`config.mk`:
```
export PLATFORM = sky130hd
export DESIGN_NAME = wr_resp_tracker
export DESIGN_NICKNAME = d
export VERILOG_FILES = /design/src/rtl/wr_resp_tracker_pkg.sv /design/src/rtl/wr_pending_fifo.sv /design/src/rtl/wr_resp_tracker.sv
export SDC_FILE = /design/constraint.sdc
export NUM_CORES = 1
export LEC_CHECK = 0
export ABC_CLOCK_PERIOD_IN_PS = 2500
export BUFFER_PORTS_ARGS = -buffer_cell sky130_fd_sc_hd__buf_4
export CORE_ASPECT_RATIO = 0.9
export CORE_UTILIZATION = 30
export CTS_CLUSTER_SIZE = 30
export DETAILED_ROUTE_END_ITERATION = 8
export HOLD_SLACK_MARGIN = 0.08
export PLACE_DENSITY_LB_ADDON = 0.1
export SLEW_MARGIN = 20
export SYNTH_ARGS = -nofsm -noshare
export SYNTH_HDL_FRONTEND = slang
export SYNTH_SLANG_ARGS = --single-unit
export TNS_END_PERCENT = 50
```
`constraint.sdc`:
```
create_clock -name clk -period 2.5 [get_ports clk]
set_input_delay 0.25 -clock clk [delete_from_list [all_inputs] [get_ports clk]]
set_output_delay 0.25 -clock clk [all_outputs]
set_load 0.02 [all_outputs]
```
`src/rtl/wr_resp_tracker_pkg.sv`:
```
// wr_resp_tracker_pkg: shared AXI bridge constants, response codes and request-source encoding
package wr_resp_tracker_pkg;
  typedef enum logic [1:0] {
    RESP_OKAY   = 2'b00,
    RESP_EXOKAY = 2'b01,
    RESP_SLVERR = 2'b10,
    RESP_DECERR = 2'b11
  } axi_resp_e;
  typedef enum logic {
    SRC_INST = 1'b0,
    SRC_DATA = 1'b1
  } req_src_e;
  localparam logic [3:0] BRIDGE_WR_ID = 4'd1;
  function automatic logic resp_err(input logic [1:0] resp, input logic id_ok);
    return (resp != RESP_OKAY) || !id_ok;
  endfunction
endpackage

```
`src/rtl/wr_pending_fifo.sv`:
```
// wr_pending_fifo: pointer/count queue of pending write word addresses exposing valid+addr for hazard compare
module wr_pending_fifo #(
  parameter int DEPTH = 4,
  parameter int AW = 30
) (
  input  logic                       clk,
  input  logic                       resetn,
  input  logic                       push,
  input  logic [AW-1:0]              push_addr,
  input  logic                       pop,
  output logic [$clog2(DEPTH):0]     count,
  output logic [DEPTH-1:0]           valid,
  output logic [DEPTH-1:0][AW-1:0]   addr,
  output logic                       full,
  output logic                       empty
);
  localparam int PW = $clog2(DEPTH);
  localparam int CW = PW + 1;
  logic [PW-1:0] wr_ptr, rd_ptr;
  logic do_push, do_pop;
  assign full = count == CW'(DEPTH);
  assign empty = count == '0;
  assign do_push = push && !full;
  assign do_pop = pop && !empty;
  always_ff @(posedge clk) begin
    if (!resetn) begin
      wr_ptr <= '0;
      rd_ptr <= '0;
      count <= '0;
      valid <= '0;
    end else begin
      if (do_push) begin
        valid[wr_ptr] <= 1'b1;
        addr[wr_ptr] <= push_addr;
        wr_ptr <= wr_ptr + 1'b1;
      end
      if (do_pop) begin
        valid[rd_ptr] <= 1'b0;
        rd_ptr <= rd_ptr + 1'b1;
      end
      count <= count + CW'(do_push) - CW'(do_pop);
    end
  end
endmodule

```
`src/rtl/wr_resp_tracker.sv`:
```
// wr_resp_tracker: in-order AXI B-channel tracker for issued writes with data_ok pulse and RAW hazard flag
module wr_resp_tracker
  import wr_resp_tracker_pkg::*;
#(
  parameter int DEPTH = 4,
  parameter int ADDR_W = 32,
  parameter int ID_W = 4,
  parameter logic [ID_W-1:0] WR_ID = ID_W'(BRIDGE_WR_ID)
) (
  input  logic                   clk,
  input  logic                   resetn,
  input  logic                   push_valid,
  input  logic [ADDR_W-1:0]      push_addr,
  output logic                   push_ready,
  input  logic [ID_W-1:0]        bid,
  input  logic [1:0]             bresp,
  input  logic                   bvalid,
  output logic                   bready,
  output logic                   data_ok,
  output logic                   data_err,
  input  logic [ADDR_W-1:0]      rd_chk_addr,
  output logic                   raw_hazard,
  output logic                   empty,
  output logic [$clog2(DEPTH):0] count
);
  localparam int AW = ADDR_W - 2;
  logic full, b_fire, hz;
  logic [DEPTH-1:0] valid;
  logic [DEPTH-1:0][AW-1:0] addr;
  logic unused_lsb;
  assign unused_lsb = ^{push_addr[1:0], rd_chk_addr[1:0]};
  assign push_ready = !full;
  assign bready = !empty;
  assign b_fire = bvalid && bready;
  wr_pending_fifo #(.DEPTH(DEPTH), .AW(AW)) u_fifo (
    .clk       (clk),
    .resetn    (resetn),
    .push      (push_valid),
    .push_addr (push_addr[ADDR_W-1:2]),
    .pop       (b_fire),
    .count     (count),
    .valid     (valid),
    .addr      (addr),
    .full      (full),
    .empty     (empty)
  );
  always_comb begin
    hz = push_valid && (push_addr[ADDR_W-1:2] == rd_chk_addr[ADDR_W-1:2]);
    for (int i = 0; i < DEPTH; i++)
      hz = hz || (valid[i] && (addr[i] == rd_chk_addr[ADDR_W-1:2]));
  end
  assign raw_hazard = hz;
  always_ff @(posedge clk) begin
    if (!resetn) begin
      data_ok <= 1'b0;
      data_err <= 1'b0;
    end else begin
      data_ok <= b_fire;
      data_err <= b_fire && resp_err(bresp, bid == WR_ID);
    end
  end
endmodule

```
==> results of run 1 <==
==> power breakdown <==
group	switching, W	total (W)	internal (W)
registers	0.0000802	0.00269	0.00261
clock network	0.000908	0.00235	0.00144
logic	0.000544	0.00102	0.000473
==> state kept, by name (all words and copies together), names as in the netlist <==
name and count:
data_err 1, data_ok 1, u_fifo.addr 120, u_fifo.valid 4, u_fifo.wr_ptr 2, u_fifo.rd_ptr 2, u_fifo.count 3
==> per-stage QoR <==
stage / power, W / worst slack, ns
after floorplan: 0.00334 / 0.0332
after global placement: 0.00370 / 0.191
after detailed placement: 0.00373 / 0.151
after CTS: 0.00614 / 0.0632
after global routing: 0.00633 / 0.00395
final: 0.00605 / 0.0833
==> cells by family after synthesis <==
group,Yosys count,share of synthesized area
muxes,2,0.00328
AOI/OAI and AO/OA,6,0.00595
xor gates and xnor gates,154,0.221
adders and majority gates,11,0.0238
buffers and inverters,42,0.0335
and+or+nand+nor,80,0.0784
DFF,133,0.634
==> worst paths after layout <==
path | end | slack, ns | startpoint
worst max register to register | u_fifo.count[2] | 0.16 | u_fifo.count[1]
worst min register to register | u_fifo.valid[1] | 0.49 | u_fifo.valid[1]
worst min-delay path | data_ok | 0.12 | bvalid
worst max-delay path | raw_hazard | 0.08 | u_fifo.addr[112]
==> final cells by class <==
type                            instances  area [um2]
Fill cell                            1872       12100
Sequential cell                       133        3870
Multi-Input combinational cell        253        2050
Timing Repair Buffer                  115         981
Clock buffer                           19         433
Tap cell                              255         319
Clock inverter                         12         114
Inverter                                9        33.8
==> repair_timing <==
action | in CTS | in global routing
gates resized for setup | 0 | 3
setup endpoints to repair | 0 | 1
buffers inserted | 0 | 0
hold buffers | 32 | 0
endpoints found under the hold margin | 121 | 0
==> Yosys cell counts <==
master    number  area share
xnor2_1      120        0.17
nand2_1        8      0.0049
or4b_2         1      0.0016
xor2_1        34       0.049
inv_1          9      0.0055
a21oi_1        4      0.0033
nand4_1       33       0.034
a22oi_1        1      0.0012
and3_1         5      0.0051
and2_4         1      0.0014
o31a_1         1      0.0014
nand3_1        3      0.0025
mux2i_1        2      0.0033
dfxtp_1       13       0.043
nor2_1         4      0.0025
clkbuf_1       1     0.00062
nor4_1        16       0.016
nor2b_1        2      0.0021
or3_4          1      0.0018
buf_6          1      0.0018
edfxtp_1     120        0.59
ha_1          10       0.021
buf_2         31       0.025
fa_1           1      0.0033
and2_1         6      0.0062
==> routing by layer <==
metal,wire [um],GRT usage
met2,7000,0.242
met5,0,0
met1,7550,0.214
met4,121,0.0476
met3,513,0.0390
==> flow_summary_export.csv, run 1 <==
group,metric,value,unit
finish,layout-drive-gt1-share,0.220,
route,first_pass_iters,8,
status,violations,"design-rule violations",
setup_path,cpMostUsedCell,"nand4_1",
power,ir_worst_vdd,0.437,mV
setup_path,cp-end-kind,"output port",
sta,hold_viol,0,
clock_tree,cts_tree,"built",
sta,tightest_slew,0.628,ns
global_route,grt_pass1_wl,22800,um
setup_path,cp_top_family,"simple AND/OR/NAND/NOR gates",
finish,post-route-util,0.391,
floorplan,pin_count,83,
finish,syn_to_final_growth,27.9,%
floorplan,fp.dieH,137,um
clock_tree,clk_root_buffer_cell,"clkbuf_16",
clock_tree,clk_pin_slew,0.06,ns
setup_path,path_max_fanout,1,
clock_tree,cts_made_buffers,17,
route,postRouteAntennaNets,0,
floorplan,fp.dieW,152,um
yosys,ys_seq_area_frac,0.634,
floorplan,start_util,0.306,
placed_design,place_hpwl,10900,um
power,p_leak,2.63,nW
global_route,antenna_found_initial,0,
finish,final_area,7800,um2
setup_path,cp.arrival,2.17,ns
route,wl_per_cell,19.1,um
placed_design,port_buffers,78,
yosys,syn-num-nets,513,
route,drc,2,
setup_path,required,2.25,ns
setup_path,path_class,"flip-flop to output port",
global_route,grt_pass1_vias,3615,
setup_path,rr_worst_depth,9,
yosys,syn-instance-count,428,
setup_path,cp_num_buf_inv,1,
sta,drv_slew,0,
clock_tree,ctsHtreeMaxLevel,4,
setup_path,cp-start-kind,"flip-flop",
global_route,grt_max_degree,31,
setup_path,path_cells,"xnor2_1, nand4_1, nor4_1, nand4_1, nand4_1, buf_4",
floorplan,die_area,20900,um2
setup_path,slowest_delay,0.49,ns
sta,rsz0062_at_grt,"no",
sta,finalSetupViolCount,0,
sta,fin_crit_sh,0.967,
finish,diodes,0,
route,routed_wl,15200,um
sta,relSlewSlack,0.578,
min_path,hp-class,"primary input to flip-flop",
yosys,synth_warnings,0,
yosys,syn-mean-instance-area,14.2,um2
route,vias_per_cell,4.44,
global_route,grt-ovfl-total,0,
yosys,ys_types,25,
sta,fin_crit,2.42,ns
global_route,grt_util_all_layers,0.156,
setup_path,slowest_stage,"nor4_1",
yosys,synth-seq-cells,133,
sta,tns,0,ns
clock_tree,insertion_delay,0.42,ns
route,vias,3533,
job,drv_cap,0,
min_path,hold_depth,2,
route,drtIter0Drc,196,
yosys,netlist_area,6100,um2
clock_tree,clock-sinks,133,
finish,finalNonFillerCells,796,
setup_path,worst-path-stages,6,
floorplan,rows,49,
placed_design,dpl.cell_count,733,
placed_design,placed_cell_area,6910,um2
sta,max_freq,414,MHz
placed_design,place_congestion,0.795,
finish,final_nets,614,
sta,hold_ws,0.118,ns
finish,layout_common_cells,"xnor2_1, edfxtp_1, buf_4",
sta,fin_skew,0.00632,ns
status,status,"finished with violations",
clock_tree,clockBufferDepth,2,
floorplan,core,19900,um2
power,pwr_density_cell,776,nW/um2
No activity file was read; power rests on OpenSTA's default activity.
==> run 2: changes to the inputs <==
--- a/config.mk
+++ b/config.mk
@@ -5,6 +5,7 @@
 export SDC_FILE = /design/constraint.sdc
 export NUM_CORES = 1
 export LEC_CHECK = 0
+export ABC_AREA = 1
 export ABC_CLOCK_PERIOD_IN_PS = 2500
 export BUFFER_PORTS_ARGS = -buffer_cell sky130_fd_sc_hd__buf_4
 export CORE_ASPECT_RATIO = 0.9
==> run 2 against run 1 <==
  * Sequential cell count unchanged
  * Synthesized cell count rose by 84%
  * Routed wire length rose by 35%
  * First-iteration DRC count increased by 70%
  * Core utilization up 0.53 points
  * Clock power grew 4%
  * Maximum frequency is 9.0% higher
  * Total power increased by 2.0%
  * Critical path depth increased by 5
  * The run now ends clean
  * Global-route usage increased by 2.9 points
==> flow_summary_export.csv, run 2 <==
group,metric,value,unit
status,status,"finished, final reports clean",
sta,drv_slew,0,
finish,final_common_cell,"nand2_1",
finish,regMostFlops,"u_fifo.addr",
power,ir_worst_vdd,0.317,mV
clock_tree,cts_tree,"built",
setup_path,cpMostUsedCell,"nor2_1",
finish,finalNonFillerCells,1215,
finish,syn_to_final_growth,28.1,%
floorplan,core,21900,um2
finish,final_area,8680,um2
floorplan,fp.dieW,160,um
placed_design,placed_cell_area,7790,um2
yosys,syn-num-nets,871,
clock_tree,insertion_delay,0.43,ns
finish,diodes,0,
setup_path,slowest_delay,0.53,ns
clock_tree,clock-sinks,133,
finish,final_nets,996,
finish,layout_common_cells,"nand2_1, edfxtp_1, inv_1",
setup_path,path_max_fanout,5,
clock_tree,post_cts_buffers,0,
setup_path,cp.arrival,1.97,ns
min_path,hp-class,"primary input to flip-flop",
setup_path,cp-start-kind,"primary input",
clock_tree,cts_made_buffers,17,
route,vias_per_cell,4.34,
finish,nFillCells,2241,
clock_tree,ctsHtreeMaxLevel,4,
yosys,synth-seq-cells,133,
setup_path,path_cells,"dlygate4sd3_1, buf_4, xor2_1, nor2_1, nand2_1, nor2_1, nand2_1, nor2_1, nor2_1, nand3_2, buf_4",
global_route,grt_pass1_vias,4874,
floorplan,rows,51,
placed_design,dpl.cell_count,1152,
floorplan,fp.dieH,145,um
finish,largest_reg_flops,120,
route,drc,0,
global_route,grt_max_degree,31,
sta,finalSetupViolCount,0,
sta,fin_skew,0.00761,ns
setup_path,slowest_stage,"dlygate4sd3_1",
global_route,grt_pass1_wl,30000,um
sta,hold_viol,0,
setup_path,required,2.25,ns
clock_tree,clk_root_buffer_cell,"clkbuf_16",
sta,fin_crit_sh,0.887,
yosys,synth_edf_count,120,
route,routed_wl,20500,um
yosys,synth_warnings,0,
floorplan,start_util,0.310,
yosys,syn-instance-count,786,
job,drv_cap,0,
sta,max_freq,451,MHz
yosys,netlist.area_leader.share,0.532,
placed_design,place_hpwl,15200,um
yosys,synth.most_common_cell,"nand2_1",
sta,tightest_slew,0.381,ns
yosys,synth_top_cell_by_area,"edfxtp_1",
sta,tns,0,ns
floorplan,pin_count,83,
route,drtIter0Drc,334,
finish,top_regs,"u_fifo.addr x120, u_fifo.valid x4, u_fifo.count x3",
clock_tree,clk_pin_slew,0.06,ns
yosys,synth.cells.most_frequent,"nand2_1, edfxtp_1, inv_1",
route,postRouteAntennaNets,0,
power,p_leak,3.83,nW
yosys,synth_flop_cell,"edfxtp_1",
placed_design,port_buffers,78,
yosys,syn-mean-instance-area,8.62,um2
yosys,yosys-top-cells-area,"edfxtp_1, nand2_1, inv_1",
global_route,antenna_found_initial,0,
yosys,netlist_area,6780,um2
sta,fin_crit,2.22,ns
yosys,async_reset_ff_frac,0,
floorplan,die_area,23200,um2
setup_path,path_class,"primary input to output port",
yosys,ys_seq_area_frac,0.570,
sta,rsz0062_at_grt,"no",
setup_path,cp-end-kind,"output port",
placed_design,place_congestion,0.842,
power,pwr_density_cell,711,nW/um2
global_route,grt_util_all_layers,0.185,
finish,layout-drive-gt1-share,0.155,
route,first_pass_iters,5,
clock_tree,cts_resized,0,
route,wl_per_cell,16.8,um
clock_tree,clockBufferDepth,2,
sta,relSlewSlack,0.745,
global_route,grt-ovfl-total,0,
yosys,ys_types,33,
sta,hold_ws,0.0916,ns
route,vias,5268,
finish,post-route-util,0.397,
==> run 2: changes by cell type after synthesis, moves of 30 or more <==
cell | previous run | this run
nand4_1 | 33 | 3
nand2_1 | 8 | 293
nor2_1 | 4 | 93
inv_1 | 9 | 109
o21ai_0 | 0 | 43
buf_2 | 31 | 1
xnor2_1 | 120 | 19
==> run 2: cell families after synthesis <==
logic type	after synthesis	share of synthesized area
simple gates	413	0.239
xor+xnor	34	0.0439
buf+inv	133	0.0763
fa+ha+maj	11	0.0214
compound gates	62	0.0489
flops	133	0.570
==> run 2: what timing repair did <==
item / 4_1_cts / 5_1_grt
setup endpoints to repair: 0 / 0
endpoints found under the hold margin: 117 / 0
hold buffers: 31 / 0
==> run 2: per-layer routing <==
metal  track usage  vias up  part of all wire
met5             0        -                 0
met4        0.0406        0            0.0083
met3        0.0373       12             0.039
met2         0.284      114              0.44
met1         0.267     2428              0.51
li1              -     2714                 -
==> run 2: final timing paths <==
kind | from | endpoint | slack (ns) | depth (start not counted)
worst min-delay path | resetn | u_fifo.count[0] | 0.09 | 3
worst max register to register | u_fifo.count[2] | u_fifo.count[2] | 0.40 | 10
worst max-delay path | push_addr[10] | raw_hazard | 0.28 | 11
worst min register to register | u_fifo.valid[2] | u_fifo.valid[2] | 0.49 | 2
==> run 2: area by class of cell <==
type / instances / area (um2) / share of cell area
Timing Repair Buffer: 113 / 976 / 0.112
Tap cell: 291 / 364 / 0.0419
Clock inverter: 7 / 41.3 / 0.00476
Inverter: 126 / 473 / 0.0545
Sequential cell: 133 / 3860 / 0.445
Multi-Input combinational cell: 520 / 2430 / 0.279
Clock buffer: 25 / 538 / 0.0620
==> run 2: worst max-delay path, delay by kind of cell <==
family                    cells  cell delay, ns
buffers and inverters         3            0.86
xor gates and xnor gates      1            0.31
and+or+nand+nor               7            0.55
==> run 2: through the flow <==
step / total power, W / setup slack, ns
2_1_floorplan: 0.00328 / -0.236
3_3_place_gp: 0.00375 / 0.381
3_5_place_dp: 0.00375 / 0.375
4_1_cts: 0.00623 / 0.271
5_1_grt: 0.00645 / 0.114
6_report: 0.00617 / 0.283
==> run 2: where the power goes <==
group | leakage (nW) | internal, W | switching [W]
clock network | 0.279 | 0.00148 | 0.000962
logic | 2.36 | 0.000408 | 0.000648
registers | 1.20 | 0.00259 | 0.0000789
total | 3.83 | 0.00448 | 0.00169
